## src/rtl/gf_addsub_serial_pkg.sv

```systemverilog
// Shared types and defaults for the limb-serial GF(p) add/subtract unit.
// Optional feature macro: GF_ADDSUB_NEG_EN (enables op 2'b10 = NEG).
package gf_pkg;

  localparam int GF_WIDTH = 256;
  localparam int GF_LIMB  = 64;

  typedef enum logic [1:0] {
    GF_ADD = 2'd0,
    GF_SUB = 2'd1,
    GF_NEG = 2'd2
  } gf_op_t;

  typedef enum logic [1:0] {
    IDLE  = 2'd0,
    PASS1 = 2'd1,
    PASS2 = 2'd2,
    DONE  = 2'd3
  } gf_state_t;

  // Map a raw op code to the operation actually performed; reserved codes run as ADD.
  function automatic gf_op_t gf_decode_op(input logic [1:0] op_raw);
    gf_op_t op_dec;
    case (op_raw)
      2'b01:   op_dec = GF_SUB;
`ifdef GF_ADDSUB_NEG_EN
      2'b10:   op_dec = GF_NEG;
`endif
      default: op_dec = GF_ADD;
    endcase
    return op_dec;
  endfunction

endpackage

```

## src/rtl/gf_addsub_serial_if.sv

```systemverilog
// Operand/result handshake bundle for gf_addsub_serial.
// Optional feature macro: GF_ADDSUB_NEG_EN (affects only the meaning of op).
interface gf_addsub_serial_if #(
  parameter int WIDTH = gf_pkg::GF_WIDTH
);

  logic             in_valid;
  logic             in_ready;
  logic [1:0]       op;
  logic [WIDTH-1:0] a;
  logic [WIDTH-1:0] b;
  logic [WIDTH-1:0] p;
  logic             out_valid;
  logic             out_ready;
  logic [WIDTH-1:0] result;
  logic             busy;

  modport master (
    output in_valid, op, a, b, p, out_ready,
    input  in_ready, out_valid, result, busy
  );

  modport slave (
    input  in_valid, op, a, b, p, out_ready,
    output in_ready, out_valid, result, busy
  );

endinterface

```

## src/rtl/gf_addsub_serial_limb_adder.sv

```systemverilog
// One LIMB-wide ripple adder slice, reused every cycle by gf_addsub_serial.
// Optional feature macro: GF_ADDSUB_NEG_EN (not used here).
module limb_adder #(
  parameter int LIMB = gf_pkg::GF_LIMB
) (
  input  logic [LIMB-1:0] x,
  input  logic [LIMB-1:0] y,
  input  logic            cin,
  output logic [LIMB-1:0] sum,
  output logic            cout
);

  // Full-width add with carry in; top bit of the widened sum is the carry out.
  always_comb begin
    {cout, sum} = {1'b0, x} + {1'b0, y} + {{LIMB{1'b0}}, cin};
  end

endmodule

```

## src/rtl/gf_addsub_serial.sv

```systemverilog
// Limb-serial modular add/subtract over GF(p): pass 1 forms a+b or a-b,
// pass 2 forms the p-corrected value, and the correct one is picked at the end.
// Optional feature macro: GF_ADDSUB_NEG_EN (op 2'b10 computes (p-b) mod p).
module gf_addsub_serial
  import gf_pkg::*;
#(
  parameter int WIDTH = GF_WIDTH,
  parameter int LIMB  = GF_LIMB
) (
  input  logic               clk,
  input  logic               rst,
  gf_addsub_serial_if.slave  bus
);

  localparam int NLIMB = WIDTH / LIMB;
  localparam int CW    = (NLIMB > 1) ? $clog2(NLIMB) : 1;

  gf_state_t        state_r;
  gf_op_t           op_r;
  logic [WIDTH-1:0] a_r, b_r, p_r, s_r, t_r, result_r;
  logic [CW-1:0]    cnt_r;
  logic             carry_r, c1_r, bw1_r;
  logic             in_ready_r, out_valid_r, busy_r;
`ifdef GF_ADDSUB_NEG_EN
  logic             b_zero_r;
`endif

  logic [LIMB-1:0]  x_s, y_s, sum_s;
  logic             cout_s, last_s;
  logic [WIDTH-1:0] t_full_s, s_full_s, sel_s;
  gf_op_t           op_dec_s;

  assign op_dec_s      = gf_decode_op(bus.op);
  assign last_s        = (cnt_r == CW'(NLIMB - 1));
  assign bus.in_ready  = in_ready_r;
  assign bus.out_valid = out_valid_r;
  assign bus.result    = result_r;
  assign bus.busy      = busy_r;

  // Adder operands: pass 1 adds a and b (b inverted for SUB/NEG), pass 2 corrects by p.
  always_comb begin
    x_s = a_r[LIMB-1:0];
    y_s = b_r[LIMB-1:0];
    if (state_r == PASS2) begin
      x_s = s_r[LIMB-1:0];
      y_s = (op_r == GF_ADD) ? ~p_r[LIMB-1:0] : p_r[LIMB-1:0];
    end else begin
      y_s = (op_r == GF_ADD) ? b_r[LIMB-1:0] : ~b_r[LIMB-1:0];
    end
  end

  limb_adder #(.LIMB(LIMB)) u_adder (
    .x    (x_s),
    .y    (y_s),
    .cin  (carry_r),
    .sum  (sum_s),
    .cout (cout_s)
  );

  // Final selection on the last pass-2 limb; cout_s there is the inverse of the pass-2 borrow.
  always_comb begin
    t_full_s = {sum_s, t_r[WIDTH-1:LIMB]};
    s_full_s = {s_r[LIMB-1:0], s_r[WIDTH-1:LIMB]};
    sel_s    = s_full_s;
    case (op_r)
      GF_SUB:  sel_s = bw1_r ? t_full_s : s_full_s;
`ifdef GF_ADDSUB_NEG_EN
      GF_NEG:  sel_s = b_zero_r ? {WIDTH{1'b0}} : s_full_s;
`endif
      default: sel_s = (c1_r | cout_s) ? t_full_s : s_full_s;
    endcase
  end

  // Control FSM with limb shifters and registered handshake outputs.
  always_ff @(posedge clk or posedge rst) begin
    if (rst) begin
      state_r     <= IDLE;
      op_r        <= GF_ADD;
      a_r         <= {WIDTH{1'b0}};
      b_r         <= {WIDTH{1'b0}};
      p_r         <= {WIDTH{1'b0}};
      s_r         <= {WIDTH{1'b0}};
      t_r         <= {WIDTH{1'b0}};
      result_r    <= {WIDTH{1'b0}};
      cnt_r       <= {CW{1'b0}};
      carry_r     <= 1'b0;
      c1_r        <= 1'b0;
      bw1_r       <= 1'b0;
      in_ready_r  <= 1'b1;
      out_valid_r <= 1'b0;
      busy_r      <= 1'b0;
`ifdef GF_ADDSUB_NEG_EN
      b_zero_r    <= 1'b0;
`endif
    end else begin
      case (state_r)
        IDLE: begin
          if (bus.in_valid && in_ready_r) begin
            op_r       <= op_dec_s;
            a_r        <= bus.a;
`ifdef GF_ADDSUB_NEG_EN
            if (op_dec_s == GF_NEG) a_r <= bus.p;
            b_zero_r   <= (bus.b == {WIDTH{1'b0}});
`endif
            b_r        <= bus.b;
            p_r        <= bus.p;
            // Subtraction-style ops start with carry 1 to complete the two's complement of b.
            carry_r    <= (op_dec_s != GF_ADD);
            in_ready_r <= 1'b0;
            busy_r     <= 1'b1;
            state_r    <= PASS1;
          end
        end
        PASS1: begin
          a_r     <= {{LIMB{1'b0}}, a_r[WIDTH-1:LIMB]};
          b_r     <= {{LIMB{1'b0}}, b_r[WIDTH-1:LIMB]};
          s_r     <= {sum_s, s_r[WIDTH-1:LIMB]};
          carry_r <= cout_s;
          cnt_r   <= last_s ? {CW{1'b0}} : cnt_r + {{(CW-1){1'b0}}, 1'b1};
          if (last_s) begin
            c1_r    <= cout_s;
            bw1_r   <= ~cout_s;
            // Pass 2 subtracts p for ADD (carry-in 1) and adds p otherwise (carry-in 0).
            carry_r <= (op_r == GF_ADD);
            state_r <= PASS2;
          end
        end
        PASS2: begin
          // S and p rotate so both are back in original order after the pass.
          s_r     <= {s_r[LIMB-1:0], s_r[WIDTH-1:LIMB]};
          p_r     <= {p_r[LIMB-1:0], p_r[WIDTH-1:LIMB]};
          t_r     <= t_full_s;
          carry_r <= cout_s;
          cnt_r   <= last_s ? {CW{1'b0}} : cnt_r + {{(CW-1){1'b0}}, 1'b1};
          if (last_s) begin
            result_r    <= sel_s;
            out_valid_r <= 1'b1;
            carry_r     <= 1'b0;
            state_r     <= DONE;
          end
        end
        DONE: begin
          if (bus.out_ready) begin
            out_valid_r <= 1'b0;
            busy_r      <= 1'b0;
            in_ready_r  <= 1'b1;
            state_r     <= IDLE;
          end
        end
        default: begin
          state_r <= IDLE;
        end
      endcase
    end
  end

endmodule

```

## src/flat_wrapper.sv

```systemverilog
// flat-port wrapper written by rule: the top's interface ports become plain ports
module gf_addsub_serial_flat import gf_pkg::*;
#(
  parameter int WIDTH = GF_WIDTH,
  parameter int LIMB  = GF_LIMB
)
  (clk, rst, bus_in_valid, bus_op, bus_a, bus_b, bus_p, bus_out_ready, bus_in_ready, bus_out_valid, bus_result, bus_busy);
  gf_addsub_serial_if #(.WIDTH(WIDTH)) bus_i ();
  input  logic clk;
  input  logic rst;
  input wire logic [$bits(bus_i.in_valid)-1:0] bus_in_valid;
  input wire logic [$bits(bus_i.op)-1:0] bus_op;
  input wire logic [$bits(bus_i.a)-1:0] bus_a;
  input wire logic [$bits(bus_i.b)-1:0] bus_b;
  input wire logic [$bits(bus_i.p)-1:0] bus_p;
  input wire logic [$bits(bus_i.out_ready)-1:0] bus_out_ready;
  output wire logic [$bits(bus_i.in_ready)-1:0] bus_in_ready;
  output wire logic [$bits(bus_i.out_valid)-1:0] bus_out_valid;
  output wire logic [$bits(bus_i.result)-1:0] bus_result;
  output wire logic [$bits(bus_i.busy)-1:0] bus_busy;
  assign bus_i.in_valid = bus_in_valid;
  assign bus_i.op = bus_op;
  assign bus_i.a = bus_a;
  assign bus_i.b = bus_b;
  assign bus_i.p = bus_p;
  assign bus_i.out_ready = bus_out_ready;
  assign bus_in_ready = bus_i.in_ready;
  assign bus_out_valid = bus_i.out_valid;
  assign bus_result = bus_i.result;
  assign bus_busy = bus_i.busy;
  gf_addsub_serial #(.WIDTH(WIDTH), .LIMB(LIMB)) u_core (.clk(clk), .rst(rst), .bus(bus_i));
endmodule
```

## config.mk

```make
export PLATFORM = sky130hd
export DESIGN_NAME = gf_addsub_serial_flat
export DESIGN_NICKNAME = d
export VERILOG_FILES = /design/src/rtl/gf_addsub_serial_pkg.sv /design/src/rtl/gf_addsub_serial_if.sv /design/src/rtl/gf_addsub_serial_limb_adder.sv /design/src/rtl/gf_addsub_serial.sv /design/src/flat_wrapper.sv
export SDC_FILE = /design/constraint.sdc
export NUM_CORES = 2
export LEC_CHECK = 0
export BUFFER_PORTS_ARGS = -buffer_cell sky130_fd_sc_hd__buf_4
export CAP_MARGIN = 30
export CORE_AREA = 3 3 404 406
export CTS_BUF_LIST = sky130_fd_sc_hd__clkbuf_2
export CTS_CLUSTER_SIZE = 12
export DETAILED_ROUTE_END_ITERATION = 8
export DIE_AREA = 0 0 407 409
export PLACE_DENSITY_LB_ADDON = 0.2
export SYNTH_ARGS = -nofsm -noshare
export SYNTH_HDL_FRONTEND = slang
export SYNTH_SLANG_ARGS = --single-unit
```

## constraint.sdc

```tcl
create_clock -name clk -period 86.3 [get_ports clk]
set_clock_uncertainty 0.05 [all_clocks]
set_input_delay 25.89 -clock clk [delete_from_list [all_inputs] [get_ports clk]]
set_output_delay 25.89 -clock clk [all_outputs]
set_load 0.02 [all_outputs]
```

# Word-level counts from Yosys, hierarchy flattened
# Cells that the tools add are included.
dict set report word_totals {
  reg_bits 1548
  latch_bits 0
  ram_bits 0
  romBits 0
  in_bits 774
  output_inout_bits 259
  word_cells 85
  memories 0
}
dict set report op_classes {
  addsub 3
  mul 0
  div 0
  magnitude_cmp 0
  eq_ne 10
  shifts 0
  muxes 33
  bitwise_logic 4
  n_reduce_logical 20
}
# op count
set ops {}
lappend ops {{$pmux 256 s2} 4}
lappend ops {{$mux 256} 6}
lappend ops {{$mux 64} 4}
lappend ops {{$not 64->64} 2}
lappend ops {{$add 64x64->65} 1}
lappend ops {{$add 65x1->65} 1}
lappend ops {{$reduce_and 2->1} 6}
lappend ops {{$reduce_bool 2->1} 6}
lappend ops {{$mux 2} 5}
lappend ops {{$mux 1} 9}
lappend ops {{$pmux 2 s4} 1}
lappend ops {{$eq 2x1->1 const B} 3}
lappend ops {{$eq 2x2->1 const B} 3}
lappend ops {{$ne 2x1->1 const B} 3}
lappend ops {{$pmux 1 s2} 3}
lappend ops {{$reduce_and 3->1} 2}
lappend ops {{$logic_not 2->1} 2}
lappend ops {{$reduce_and 4->1} 1}
lappend ops {{$pmux 1 s3} 1}
lappend ops {{$reduce_bool 3->1} 1}
lappend ops {{$add 2x1->2 const B} 1}
lappend ops {{$ne 2x2->1 const B} 1}
lappend ops {{$reduce_or 2->1} 1}
lappend ops {{$logic_and 1x1->1} 1}
lappend ops {{2 further kinds} 2}

# Longest topological paths before layout
dict set report depth {
  ltp_word 8
  depth_mapped 24
  depth_no_buf 18
}

# Modules after synthesis
# A second synthesis with hierarchy kept.
dict set report hier_totals {
  hier_cells 5770
  area_unflattened_um2 75064.5
}
# mod n_inst cells_each area_per_inst_um2 seq_area_each_um2
set modules_own_cells {}
lappend modules_own_cells {gf_addsub_serial 1 5203 71239.6 37111.8}
lappend modules_own_cells {limb_adder 1 567 3824.9 0.0}

# Worst setup path after synthesis
# OpenSTA, ideal clock, no wires.
dict set report synth_path {
  kind {input to register}
  startpoint {in bus_in_valid}
  endpoint {reg u_core.a_r[100]}
  t_arrival_ns 27.538
  slack_ns 58.629
  path_stages 8
  cell_sequence {nand3_1 > a21boi_1 > clkbuf_1 > clkbuf_1 > clkbuf_1 > buf_1 > nand2_1 > o21ai_0}
}
dict set report synth_via {
  elab_chain_len 3
}
# element line_no
set synth_lines {}
lappend synth_lines {{start: declaration} flat_wrapper.sv:11} ;# input wire logic [$bits(bus_i.in_valid)-1:0] bus_in_valid;
lappend synth_lines {{$logic_and 1x1->1} gf_addsub_serial.sv:98} ;# if (bus.in_valid && in_ready_r) begin
lappend synth_lines {{$ne 2x1->1 (no line)} -}
lappend synth_lines {{$reduce_and 2->1 (no line)} -}
lappend synth_lines {{end signal: assignment} gf_addsub_serial.sv:79} ;# a_r <= {WIDTH{1'b0}};
lappend synth_lines {{end signal: assignment} gf_addsub_serial.sv:100} ;# a_r <= bus.a;
lappend synth_lines {{end signal: assignment} gf_addsub_serial.sv:115} ;# a_r <= {{LIMB{1'b0}}, a_r[WIDTH-1:LIMB]};
lappend synth_lines {{end: declaration} gf_addsub_serial.sv:20} ;# logic [WIDTH-1:0] a_r, b_r, p_r, s_r, t_r, result_r;
# No other way between the ends.
# A chain may end at the register's enable or synchronous reset.

==> summary.txt <==
Startpoint Class = input port
Req. time, crit path = 88140 ps
main flop type after synthesis = dfrtp_1
routed wire length per instance = 24.8 um
RSZ-0062 raised after global routing = false
FMAX = 0.0350 GHz
Root Buffer = clkbuf_2
crit path cell chain = buf_4 -> inv_8 -> buf_12 -> buf_4 -> buf_4 -> buf_4 -> buf_4 -> buf_16
vias post-DR = 55200
worst min-delay path category = flop to flop
gp weighted congestion = 0.898
R2R setup slack = 78210 ps
vias in the first global route = 54400
Clock power frac = 0.116
Sw Share = 0.490
syn_nets = 7477
Seq pwr share = 0.316
routed vias/inst = 5.48
hold path depth = 1
DRC Markers = 0
CP arrival = 30450 ps
worst r2r src = u_core.state_r[0]
fin area = 82000 um2
Post-synth EDFFs = 0
first drt pass iteration count = 5
die height = 409 um
die width = 407 um
total power divided by cell area = 50.7 nW/um2
global-route wire length before repair = 361000 um
power share of the combinational group = 0.568
most frequent cells after synthesis = dfrtp_1, nor2_1, mux2i_1
placed cell area = 78400 um2
largest cells by area after synthesis = dfrtp_1, mux2i_1, mux2_2
metal2 WL = 116000 um
Worst Path Max Fanout = 163
die area = 166000 um2
CP most frequent cell = buf_4
Slowest-stage cell, CP = buf_4
Register Area = 37100 um2
maximum VDD drop = 56.4 uV
syn_area_per_cell = 10.5 um2
Mapped Cells = 6631
final setup fails = 0
# IOs = 1033
fin cells = 10100
grt ovf = 0
post-cts sizing count = 0
setup bufs post-CTS = 0
fill cell count = 15000
DRT met1 WL = 108000 um
min cycle time layout = 28610 ps
multi-input logic area = 29700 um2
Async SR Flop Fraction = 1.00
most common cell in the netlist = dfrtp_1
placed insts = 9367
buffer depth of the longest clock path = 4
CP max stage delay = 810 ps
status = completed
gr usage total = 0.293
total power draw = 4160 uW
switching power = 2040 uW
Final Hold Viols = 0
hold-fix buffer count after cts = 0
core area = 160000 um2
Layout Area Growth over Synthesis = 18.3%
Rel. slew slack = 0.167
Synth warnings = 0
Internal Pwr Total = 2120 uW
Worst-Skew Late Latency = 1900 ps
largest net degree at the start of global routing = 288
Synth Register Bits = 1483
P_leak = 0.0373 uW
H-tree Lvls = 5
Yosys top cell area share = 0.535
Mapped Area = 69300 um2
worst-margin pin slew = 1250 ps
Initial Utilization = 0.433
R2R Path End = u_core.bus.result[218]
max_cap viols = 0
Hold EP = u_core.t_r[104]
post-synth top area cell = dfrtp_1
CP Class = input port to async pin
Clk pin slew, worst setup/hold paths = 100 ps
sequential-to-total area share from yosys stat = 0.536
initial DRC count = 4499
antenna violations before repair = 55
CTS Buf Count = 402
final slew viol count = 0
R2R cell count = 20
drt total wl = 250000 um
CTS tree = built
top routing layer used = met5
CTS sink cnt = 1483
met3 WL post-DR = 16700 um
# port buffers = 1032
Tcrit/Tclk final = 0.332
Detailed Place HPWL = 182000 um
final net count = 8465
layout cells sized above 1 = 0.276
Yosys cell types = 76
Setup Total Neg Slack = 0 ps
crit end category = async pin
HP Start = u_core.t_r[168]
placement row count = 147
Routed Antenna Nets = 0
## final cells by class
class | count | area share
antenna | 42 | 0.00128
clock buffer | 590 | 0.0360
clock inverter | 64 | 0.00391
inverter | 58 | 0.00284
multi-input combinational | 4556 | 0.362
sequential | 1483 | 0.453
tap | 2160 | 0.0330
timing repair buffer | 1118 | 0.108
## flip-flops by register name, summed over array words and instances, names as in the netlist, 2 cells and up
register	count
u_core.b_r	256
u_core.cnt_r	2
u_core.s_r	256
u_core.t_r	192
u_core.p_r	256
u_core.bus.result	256
u_core.a_r	256
u_core.state_r	2
## per-layer routing
layer,vias up,global-route usage
met1,27300,0.393
met3,346,0.0714
met4,2,0.120
met2,1846,0.456
met5,-,0
li1,25700,-
## critical path: cells and delay by family
kind,cells,cell delay [ps]
buffers and inverters,8,4280
## power by group through the flow
stage | sequential (uW) | combinational [uW] | clock (uW)
after CTS | 1310 | 2350 | 498
after global placement | 1310 | 2300 | 0
final | 1310 | 2360 | 481
after floorplan | 1280 | 1610 | 0
after global routing | 1350 | 2580 | 535
after detailed placement | 1320 | 2340 | 0
## worst max-delay path by stage
stage                                   start              end  slack, ps  cells after the start
after floorplan                           rst    u_core.a_r[0]      18530                      1
after global placement                    rst  u_core.a_r[197]      55340                      7
after detailed placement                  rst  u_core.a_r[133]      55660                      8
after CTS                 u_core.bus.in_ready     bus_in_ready      57400                      1
after global routing                      rst  u_core.a_r[134]      57210                      8
final                                     rst  u_core.a_r[233]      57690                      8
## per-stage QoR
step,setup WS [ps],hold slack (ps),utilization
2_1_floorplan,18530,394,-
3_3_place_gp,55340,409,0.487
3_5_place_dp,55660,417,0.489
4_1_cts,57400,355,0.510
5_1_grt,57210,395,0.512
6_report,57690,361,0.512
## layout by cell type, fill, tap and decap left out, types with 188 or more instances in the layout
| cell type | n |
|---|---|
| nor2_1 | 672 |
| nand2_1 | 542 |
| o21ai_1 | 188 |
| nand3_1 | 262 |
| dfrtp_1 | 1481 |
| a21oi_1 | 442 |
| buf_4 | 1092 |
| clkbuf_2 | 590 |
| o21ai_0 | 529 |
| a31oi_1 | 292 |
| mux2_2 | 411 |
| mux2i_1 | 660 |
## kinds of logic (layout without fill, tap and decap cells)
family | count (synthesis) | in the layout | synth area share
xor gates and xnor gates | 119 | 119 | 0.0150
muxes | 1071 | 1071 | 0.162
AOI/OAI and AO/OA | 1721 | 1721 | 0.143
buffers and inverters | 592 | 1830 | 0.0373
and+or+nand+nor | 1573 | 1573 | 0.0939
DFF | 1483 | 1483 | 0.536
other | 0 | 42 | 0
adders and majority gates | 72 | 72 | 0.0132
Power figures use the tool's default switching activity.
